## config.mk

```make
export PLATFORM = sky130hd
export DESIGN_NAME = fp_norm_seq
export DESIGN_NICKNAME = d
export VERILOG_FILES = /design/src/rtl/fp_norm_pkg.sv /design/src/rtl/fp_norm_seq_grp_enc.sv /design/src/rtl/fp_norm_seq.sv
export SDC_FILE = /design/constraint.sdc
export NUM_CORES = 1
export LEC_CHECK = 0
export BUFFER_PORTS_ARGS = -buffer_cell sky130_fd_sc_hd__buf_2
export CAP_MARGIN = 20
export CORE_ASPECT_RATIO = 0.7
export CORE_UTILIZATION = 45
export DETAILED_ROUTE_END_ITERATION = 6
export MAX_ROUTING_LAYER = met4
export PLACE_DENSITY_LB_ADDON = 0.3
export SLEW_MARGIN = 20
export SYNTH_ARGS = -nofsm -noshare
export SYNTH_HDL_FRONTEND = slang
export SYNTH_SLANG_ARGS = --single-unit
```

## constraint.sdc

```tcl
create_clock -name i_clk -period 2.7 [get_ports i_clk]
set_input_delay 0.81 -clock i_clk [delete_from_list [all_inputs] [get_ports i_clk]]
set_output_delay 0.81 -clock i_clk [all_outputs]
set_load 0.005 [all_outputs]
```

## src/rtl/fp_norm_pkg.sv

```systemverilog
// Shared types and sizing for the FPU add/sub normalization sequencer.
// No logic here: widths, group geometry and the sequencer state encoding only.
// Backpressure: n/a.
package fp_norm_pkg;

  localparam int MANT_W = 24;
  localparam int EXP_W  = 8;
  localparam int GRP_W  = 4;
  localparam int NGRP   = MANT_W / GRP_W;
  localparam int SHC_W  = $clog2(NGRP);

  typedef enum logic [1:0] {
    S_IDLE   = 2'd0,
    S_COARSE = 2'd1,
    S_FINE   = 2'd2,
    S_DONE   = 2'd3
  } state_t;

endpackage

```

## src/rtl/fp_norm_seq_grp_enc.sv

```systemverilog
// Leading all-zero group counter for the coarse normalization step.
// Latency: combinational. Backpressure: n/a.
// Flags arrive MSB group first; the count saturates at N-1 since the last group never shifts out.
module norm_grp_enc
  import fp_norm_pkg::*;
#(
  parameter int N  = NGRP,
  parameter int CW = SHC_W
) (
  input  logic [N-1:0]  i_zflags,
  output logic [CW-1:0] o_cnt
);

  logic w_run;

  always_comb begin
    o_cnt = '0;
    w_run = 1'b1;
    for (int i = N - 1; i >= 0; i--) begin
      w_run = w_run & i_zflags[i];
      if (w_run && (i != 0)) begin
        o_cnt = o_cnt + CW'(1);
      end
    end
  end

endmodule

```

## src/rtl/fp_norm_seq.sv

```systemverilog
// Normalizer: left-shifts mantissa until MSB set, decrementing exponent, clamping at denormal (FP_NORM_COARSE_EN adds group-skip step).
// Latency: 1 cycle for zero/denormal bypass, 2 (coarse) or 1 (no coarse) plus one per fine shift otherwise.
// Backpressure: single-entry; results held in DONE until o_out_ready, o_in_ready low from accept until handshake.
module fp_norm_seq
  import fp_norm_pkg::*;
(
  input  logic              i_clk,
  input  logic              i_rst_n,
  input  logic              i_in_valid,
  output logic              o_in_ready,
  input  logic [MANT_W-1:0] i_mant_in,
  input  logic [EXP_W-1:0]  i_exp_in,
  output logic              o_out_valid,
  input  logic              i_out_ready,
  output logic [MANT_W-1:0] o_mant_out,
  output logic [EXP_W-1:0]  o_exp_out,
  output logic              o_zero_out,
  output logic              o_uflow_out
);

  localparam logic [EXP_W-1:0] EXP_ONE = EXP_W'(1);

  state_t            r_state;
  logic [MANT_W-1:0] r_m;
  logic [EXP_W-1:0]  r_e;
  logic              r_zero;
  logic              r_byp;

`ifdef FP_NORM_COARSE_EN
  logic [NGRP-1:0]  w_zflags;
  logic [SHC_W-1:0] w_k;
  logic [EXP_W-1:0] w_cshift;

  for (genvar g = 0; g < NGRP; g++) begin : g_zf
    assign w_zflags[g] = ~|r_m[g*GRP_W +: GRP_W];
  end

  norm_grp_enc #(.N(NGRP), .CW(SHC_W)) u_grp_enc (
    .i_zflags (w_zflags),
    .o_cnt    (w_k)
  );

  assign w_cshift = EXP_W'(w_k) * EXP_W'(GRP_W);
`endif

  always_ff @(posedge i_clk or negedge i_rst_n) begin
    if (!i_rst_n) begin
      r_state     <= S_IDLE;
      r_m         <= '0;
      r_e         <= '0;
      r_zero      <= 1'b0;
      r_byp       <= 1'b0;
      o_in_ready  <= 1'b1;
      o_out_valid <= 1'b0;
      o_mant_out  <= '0;
      o_exp_out   <= '0;
      o_zero_out  <= 1'b0;
      o_uflow_out <= 1'b0;
    end else begin
      case (r_state)
        S_IDLE: begin
          if (i_in_valid) begin
            r_m        <= i_mant_in;
            r_e        <= i_exp_in;
            r_zero     <= 1'b0;
            r_byp      <= 1'b0;
            o_in_ready <= 1'b0;
            // Bypass results take one FINE pass so they still emerge a registered cycle after accept.
            if (i_mant_in == '0) begin
              r_zero  <= 1'b1;
              r_e     <= '0;
              r_byp   <= 1'b1;
              r_state <= S_FINE;
            end else if (i_exp_in == '0) begin
              r_byp   <= 1'b1;
              r_state <= S_FINE;
            end else begin
`ifdef FP_NORM_COARSE_EN
              r_state <= S_COARSE;
`else
              r_state <= S_FINE;
`endif
            end
          end
        end
`ifdef FP_NORM_COARSE_EN
        S_COARSE: begin
          if (r_e > w_cshift) begin
            r_m <= r_m << w_cshift;
            r_e <= r_e - w_cshift;
          end
          r_state <= S_FINE;
        end
`endif
        S_FINE: begin
          if (r_byp || r_m[MANT_W-1]) begin
            o_mant_out  <= r_m;
            o_exp_out   <= r_e;
            o_zero_out  <= r_zero;
            o_uflow_out <= 1'b0;
            o_out_valid <= 1'b1;
            r_state     <= S_DONE;
          end else if (r_e > EXP_ONE) begin
            r_m <= r_m << 1;
            r_e <= r_e - EXP_ONE;
          end else begin
            // Exponent would hit zero: leave the mantissa denormal rather than shift further.
            r_e         <= '0;
            o_mant_out  <= r_m;
            o_exp_out   <= '0;
            o_zero_out  <= 1'b0;
            o_uflow_out <= 1'b1;
            o_out_valid <= 1'b1;
            r_state     <= S_DONE;
          end
        end
        S_DONE: begin
          if (i_out_ready) begin
            o_out_valid <= 1'b0;
            o_in_ready  <= 1'b1;
            r_state     <= S_IDLE;
          end
        end
        default: begin
          o_out_valid <= 1'b0;
          o_in_ready  <= 1'b1;
          r_state     <= S_IDLE;
        end
      endcase
    end
  end

endmodule

```

Word-level counts from Yosys, hierarchy flattened
Index checks and enable logic that the tools add are counted.

word-level totals
  register bits after elaboration = 72
  input port bits = 36
  word-level logic and storage cells = 66
  output and inout port bits = 36

cells by class
  add/sub/neg operators = 1
  bitwise gates (word level) = 2
  multiplexer cells = 31
  magnitude comparators = 1
  equal/unequal tests = 8
  reductions and logical operators = 12

operators with widths
  kind                   number
  $mux W24               5
  $mux W8                6
  $pmux W24 S2           1
  $logic_not A24 Y1      1
  $pmux W8 S2            1
  $reduce_and A3 Y1      4
  $mux W1                11
  $ne A2 B2 Y1 const B   5
  $gt A8 B1 Y1 const B   1
  $logic_not A8 Y1       1
  $mux W2                4
  $sub A8 B1 Y8 const B  1
  $pmux W1 S3            2
  $pmux W2 S3            1
  $eq A2 B2 Y1 const B   2
  $reduce_and A2 Y1      2
  $reduce_and A4 Y1      1
  $ne A3 B3 Y1 const B   1
  $logic_not A2 Y1       1
  $not A1 Y1             2
  $reduce_bool A2 Y1     1
  $logic_or A1 B1 Y1     1

Depth between registers and ports, before layout
Gate-level depths: netlist (run 1).

  word-level depth = 4
  depth in mapped cells = 8
  mapped depth without buffers = 6

Worst setup path before layout (run 1)
OpenSTA, ideal clock, no wires.

  kind = reg2reg
  start = register r_e[0]
  end = register r_m[10]
  stages on the path, launching flop included = 9
  setup time = 0.125 ns
  arrival = 2.007 ns
  buffers on the path = 2
  setup slack = 0.568 ns
  cell sequence = dfrtp_1 -> inv_1 -> ha_1 -> clkbuf_1 -> nor2_1 -> nor4b_4 -> a21oi_2 -> buf_6 -> mux2_4

on the way
  word-level cells in the longest chain between the ends = 3

ends and longest elaborated chain
  element                             line                text
  from (decl)                         fp_norm_seq.sv:25   logic [EXP_W-1:0] r_e;
  from (signal assigned)              fp_norm_seq.sv:64   r_e <= i_exp_in;
  from (signal assigned)              fp_norm_seq.sv:105  r_e <= r_e - EXP_ONE;
  $gt A8 B1 Y1                        fp_norm_seq.sv:103  end else if (r_e > EXP_ONE) begin
  $ne A2 B2 Y1 (no source line)       -
  $reduce_and A4 Y1 (no source line)  -
  to (signal assigned)                fp_norm_seq.sv:63   r_m <= i_mant_in;
  to (signal assigned)                fp_norm_seq.sv:104  r_m <= r_m << 1;
  to (decl)                           fp_norm_seq.sv:24   logic [MANT_W-1:0] r_m;

Every way passes these cells.
A chain may end at the register's enable or synchronous reset.

Final worst setup path (run 1)
  start = register r_e[1]
  end = register r_m[23]

The elaborated chain is that of the path after synthesis.

==> results of run 1 <==
[worst register-to-register path, stage by stage, from the launching register on]
cell and delay (ps):
dfrtp_1 400, inv_1 110, ha_1 300, nor2_1 270, nor4b_4 120, a21oi_2 830, mux2_4 350
[state kept, by name (all words and copies together), names as in the netlist]
| signal | cells |
|---|---|
| o_mant_out | 24 |
| r_m | 24 |
| o_exp_out | 8 |
| r_e | 8 |
| r_state | 2 |
| o_in_ready | 1 |
| o_out_valid | 1 |
| o_uflow_out | 1 |
| o_zero_out | 1 |
| r_byp | 1 |
| r_zero | 1 |
[cell type report]
class	instances	area (um2)	share of cell area (%)
sequential	72	1800	43.0
multi-input combinational	213	1570	37.4
timing repair buffer	81	433	10.3
clock buffer	11	151	3.61
tap	98	123	2.92
clock inverter	5	78.8	1.88
inverter	10	37.5	0.895
[stage by stage]
stage | setup slack, ps | hold slack, ps
final | 186 | 480
after global routing | 79.9 | 521
after CTS | 148 | 481
after detailed placement | 121 | 464
after global placement | 154 | 454
after floorplan | 568 | 450
[cells by family (layout without fill, tap and decap cells)]
family | count (synthesis) | count (layout)
flops | 72 | 72
buf+inv | 25 | 107
mux | 46 | 46
fa+ha+maj | 2 | 2
compound gates | 45 | 46
simple gates | 119 | 119
[where the power goes]
| group | switching, mW | total, mW | leakage, nW | internal (mW) |
|---|---|---|---|---|
| Clock | 0.417 | 0.986 | 0.119 | 0.570 |
| Sequential | 0.431 | 2.05 | 0.876 | 1.62 |
| Combinational | 1.25 | 2.63 | 1.09 | 1.38 |
[cells in the final DEF, fill, tap and decap left out, drive strengths merged, types with 2 or more instances in the layout]
master	instances
ha	2
bufinv	2
o211ai	3
inv	10
a22o	10
a31oi	2
o221ai	2
a21oi	10
nand3	3
mux2	46
nand2b	2
nand4	4
nand2	75
or3	2
buf	81
o21ai	11
nor2	11
nor4b	2
nor4	9
clkbuf	11
clkinv	3
nor3	3
nor2b	2
dfrtp	71
o2111ai	2
[routing by layer]
| metal | track usage (%) | vias to the layer above |
|---|---|---|
| met5 | - | - |
| li1 | - | 1251 |
| met3 | 4.79 | 6 |
| met4 | 6.70 | 0 |
| met1 | 32.6 | 1312 |
| met2 | 33.0 | 104 |
[path summary, 6_finish.rpt]
path	start	to	slack (ps)	depth (start not counted)
max	r_e[1]$_DFFE_PN0P_	r_m[23]$_DFFE_PN0P_	190	6
min	o_out_valid$_DFFE_PN0P_	o_out_valid$_DFFE_PN0P_	480	2
max reg2reg	r_e[1]$_DFFE_PN0P_	r_m[23]$_DFFE_PN0P_	190	6
min reg2reg	o_out_valid$_DFFE_PN0P_	o_out_valid$_DFFE_PN0P_	480	2
max in group asynchronous	i_rst_n	r_m[2]$_DFFE_PN0P_	1500	1
min in group asynchronous	i_rst_n	o_exp_out[6]$_DFFE_PN0P_	590	1
[repair_timing]
item	in CTS	in global routing
setup endpoints to repair	0	4
hold buffers	0	0
buffers inserted	0	0
==> key figures, run 1 <==
Outcome
  – Outcome: finished clean

Timing
  – Worst-Margin Slew: slightly above 1000 ps
  – Unrepaired setup endpoints after global routing: false
  – Post-route clock period utilization: ~93%
  – Final slew viol count: 0
  – Final sum of negative setup slack: 0 ps
  – Clock Skews: approximately 12 ps
  – Hold Fails Final Rpt: 0
  – Final setup violation count: 0
  – Tmin final: 2510 ps
  – Maximum clock frequency: around 400 MHz
  – Slew HR: between 30% and 40%

Setup path
  – WP buf/inv: 1
  – Slowest-stage cell, CP: a21oi_2
  – CP max stage delay: 830 ps
  – CP delay by family, top: compound AO/OA/AOI/OAI gates
  – Crit path max fanout: 12
  – Critical Path Source Type: flop
  – WS Path Type: flop to flop
  – WP data required: approximately 2900 ps
  – Worst setup EP type: flop
  – Crit path DAT: 2740 ps
  – CP Cell Sequence: inv_1 > ha_1 > nor2_1 > nor4b_4 > a21oi_2 > mux2_4

Synth
  – Compound-Gate Fraction of Synth Area: 9.47%
  – Synth area leaders: dfrtp_1, mux2_4, nand2_1, mux2_2, mux2_1
  – Post-synth top area share: about half
  – Syn_area_per_cell: roughly 11 um2
  – Seq/Total Area, Yosys: around half
  – Synthesized netlist cell count: between 300 and 400
  – Post-Synth Adder-Cell Area: less than 1%
  – Largest family of logic cells by synthesized area: multiplexers
  – Post-synthesis mux area share: approximately 18%
  – Synth Area in Simple Gates: between 10% and 20%
  – Number of register bits inferred by synthesis: 72
  – Most common cell in the netlist: nand2_1
  – Area leader, netlist: dfrtp_1
  – Distinct cells, synth: 42
  – Number of synthesized flops with an enable pin: 0
  – Post-Synth XOR/XNOR Area: 0%
  – YS warnings: 0
  – Syn Nets: about 350
  – Synth top cells by count: nand2_1, dfrtp_1, mux2_4, nor2_1, o21ai_0
  – Top_reg_cell synth: dfrtp_1
  – Mapped Area: around 3500 um2
  – Asr flop ratio synth: 100%

Detailed routing
  – Overall routed net length: ~8.2 mm
  – Met3 WL post-DR: between 500 and 600 um
  – Vias: approximately 2700
  – Top sig layer: met4
  – Routed Antenna Nets: 0
  – Drt pass-1 iters: 5
  – WL met2: 3.66 mm
  – Met1 WL: roughly 4 mm
  – DRT iter0 DRCs: about 160
  – Routed len/inst: ~17 um
  – Via density: roughly 5.5
  – DRC violations left: 0

GRT
  – Gr usage total: about 23%
  – Antenna violations before repair: 0
  – First-pass GRT wire length: 13.5 mm
  – Vias in the first global route: about 2600
  – Largest net degree at the start of global routing: 73
  – GR Overflow Total: 0

Finish
  – Area Growth Syn to Fin: 20.6%
  – Final non-filler cell total: 490
  – Final Util: between 50 and 60%
  – Nets@finish: about 430
  – Share of post-route cells with drive strength above 1: between 30% and 40%
  – Diodes inserted: 0
  – Final instance area: 4190 um2
  – # fillers: about 650

Place
  – Number of port buffers: 71
  – HPWL Detailed: roughly 5.7 mm
  – GPL Wtd Cong: between 0.9 and 1
  – Dpl cells: 473
  – Placed inst area: 3950 um2

Die
  – Std cell rows: 26
  – Initial core utilization: roughly 47%
  – Core area: ~7400 um2
  – Total die area: approximately 8000 um2
  – Die Span X: between 100 and 150 um
  – IO Pins: 72
  – Die Y: 75.5 um

Clock tree
  – TritonCTS Buffers: 9
  – Clock transition at path regs: 80 ps
  – Post-cts sizing count: 0
  – CTS tree: done
  – Clk Latency, worst-skew pair: ~350 ps
  – TritonCTS Sinks: 72
  – Clk root buf: clkbuf_8
  – H-tree depth: 3
  – Clock buffer depth: 2

Flow run
  – Max-cap violations: 0

Pwr
  – Pwr Density: 1350 nW/um2
  – Leakage dissipation: around 2.1 nW
  – VDD IR-drop max: slightly above 0.0005 V
  – Pwr Total: 5.67 mW

Worst hold path
  – Worst hold path class: flop to flop
Power figures use the tool's default switching activity.
==> run 2: changes to the inputs <==
- CORE_MARGIN: not set -> 2
==> key figures, run 2 (synthesized netlist as in run 1, its figures left out) <==
Detailed routing
  – DRC violations left: 0 (unchanged)
  – Routed Antenna Nets: 0 (unchanged)
  – Vias: 2672 (-0.037%)
  – DRT iter0 DRCs: 162 (-0.61%)
  – Routed len/inst: 16.5 um (-1.6%)
  – Drt pass-1 iters: 5 (unchanged)
  – Via density: 5.41 (-0.85%)
  – Overall routed net length: 8.17 mm (-0.81%)

Clock tree
  – CTS tree: done
  – TritonCTS Buffers: 9 (unchanged)
  – H-tree depth: 3 (unchanged)
  – Clock transition at path regs: 80 ps (about the same)
  – Clk Latency, worst-skew pair: 340 ps (about the same)
  – TritonCTS Sinks: 72 (unchanged)
  – Clk root buf: clkbuf_8
  – Hold_buf cts: 0 (unchanged)
  – Clock buffer depth: 2 (unchanged)

Setup path
  – CP delay by family, top: simple AND/OR/NAND/NOR gates
  – WS Path Type: flop to flop
  – Worst setup EP type: flop
  – Critical Path Source Type: flop
  – Crit path max fanout: 16 (+4)
  – Crit path DAT: 2730 ps (about the same)
  – Slowest-stage cell, CP: nor4b_4
  – WP buf/inv: 2 (+1)
  – CP Cell Sequence: inv_1 > ha_1 > nor2_1 > nor4b_4 > o31ai_4 > buf_4 > mux2_4
  – CP max stage delay: 550 ps (-280 ps)
  – WP data required: 2920 ps (about the same)

Timing
  – Slew HR: 40.6% (+9.5 points)
  – Final setup violation count: 0 (unchanged)
  – WHS: 487 ps (+7.27 ps)
  – Worst-Margin Slew: 891 ps (-142 ps)
  – Setup WS post-layout: 197 ps (+11.0 ps)
  – Clock Skews: 6.36 ps (-5.79 ps)
  – Final sum of negative setup slack: 0 ps (unchanged)
  – Post-route clock period utilization: 92.7% (-0.41 points)
  – Hold Fails Final Rpt: 0 (unchanged)
  – Tmin final: 2500 ps (-11.0 ps)
  – Unrepaired setup endpoints after global routing: false
  – Final slew viol count: 0 (unchanged)
  – Maximum clock frequency: 399 MHz (+0.44%)

Die
  – Core area: 7380 um2 (unchanged)
  – Die Y: 77.5 um (+2.6%)
  – Total die area: 8450 um2 (+4.6%)
  – Die Span X: 109 um (+1.9%)
  – Std cell rows: 26 (unchanged)
  – IO Pins: 72 (unchanged)
  – Initial core utilization: 47.1% (unchanged)

GRT
  – Vias in the first global route: 2675 (+2.7%)
  – GR Overflow Total: 0 (unchanged)
  – Largest net degree at the start of global routing: 73 (unchanged)
  – Gr usage total: 21.4% (-1.5 points)
  – Antenna violations before repair: 0 (unchanged)
  – First-pass GRT wire length: 13.7 mm (+1.5%)

Pwr
  – VDD IR-drop max: 0.000609 V (+18%)
  – Pwr Density: 1350 nW/um2 (-0.47%)
  – Leakage dissipation: 2.10 nW (+0.66%)
  – Pwr Total: 5.69 mW (+0.33%)

Finish
  – Share of post-route cells with drive strength above 1: 38.1% (+0.63 points)
  – Leading cell types in the layout, fill and taps excluded: nand2_1, dfrtp_1, buf_2
  – # fillers: 633 (-2.9%)
  – Diodes inserted: 0 (unchanged)
  – Nets@finish: 430 (+1.2%)
  – Area Growth Syn to Fin: 21.6%
  – Biggest regs: o_mant_out x24, r_m x24
  – Commonest non-fill, non-tap cell in the layout: nand2_1
  – Final non-filler cell total: 494 (+0.82%)

Worst hold path
  – Worst hold path class: flop to flop

Place
  – GPL Wtd Cong: 0.964 (+0.34%)
  – Dpl cells: 474 (+0.21%)
  – Number of port buffers: 71 (unchanged)
  – Setup WS pre-CTS: 70.5 ps (-50.0 ps)
  – HPWL Detailed: 5.64 mm (-0.15%)

Flow run
  – Max-cap violations: 0 (unchanged)

Outcome
  – Outcome: finished clean
[run 2: changes by cell type in the layout (fill, tap and decap cells not counted), sizes merged]
cell,before,now
buf,81,86
clkbuf,11,10
clkinv,3,2
clkinvlp,0,1
[run 2: layout make-up]
cell class	count	area (um2)	share of cell area [%]
clock inverter	5	81.3	1.92
timing repair buffer	86	470	11.1
multi-input combinational	213	1570	37.2
tap	98	123	2.90
inverter	10	37.5	0.888
sequential	72	1800	42.7
clock buffer	10	138	3.26
[run 2: worst register-to-register path: stages (launching register included)]
cell,delay [ps]
dfrtp_1,420
inv_1,140
ha_1,330
nor2_1,160
nor4b_4,550
o31ai_4,200
buf_4,280
mux2_4,320
[run 2: repair_timing]
| action | in CTS | in global routing |
|---|---|---|
| gates resized for setup | 0 | 1 |
| setup buffers | 0 | 4 |
| setup endpoints to repair | 0 | 28 |
[run 2: final timing paths]
check,startpoint,end,slack [ps],depth (start not counted)
max in group asynchronous,i_rst_n,r_m[8]$_DFFE_PN0P_,1540,1
min in group asynchronous,i_rst_n,o_exp_out[4]$_DFFE_PN0P_,590,1
hold reg to reg,o_out_valid$_DFFE_PN0P_,o_out_valid$_DFFE_PN0P_,490,2
hold / removal,o_out_valid$_DFFE_PN0P_,o_out_valid$_DFFE_PN0P_,490,2
setup / recovery,r_e[1]$_DFFE_PN0P_,o_mant_out[21]$_DFFE_PN0P_,200,7
setup reg to reg,r_e[1]$_DFFE_PN0P_,o_mant_out[21]$_DFFE_PN0P_,200,7
[run 2: routing by layer]
metal	GRT usage (%)	up-vias	part of all wire [%]
met3	5.21	16	7.6
met5	-	-	0
met4	6.79	0	1.5
li1	-	1256	-
met2	28.8	114	42
met1	31.5	1286	49
[run 2: power breakdown]
group          leakage, nW  internal (mW)  switching (mW)  total (mW)
combinational         1.11           1.44            1.27        2.71
clock                0.108          0.540           0.399       0.939
sequential           0.876           1.62           0.418        2.04
total                 2.10           3.60            2.09        5.69
[run 2: per-stage QoR]
step | instance area (um2) | util (%)
global route | 4230 | 57.2
detailed placement | 3960 | 53.6
CTS | 4180 | 56.6
floorplan | 3480 | -
finish | 4230 | 57.2
global placement | 3960 | 53.6
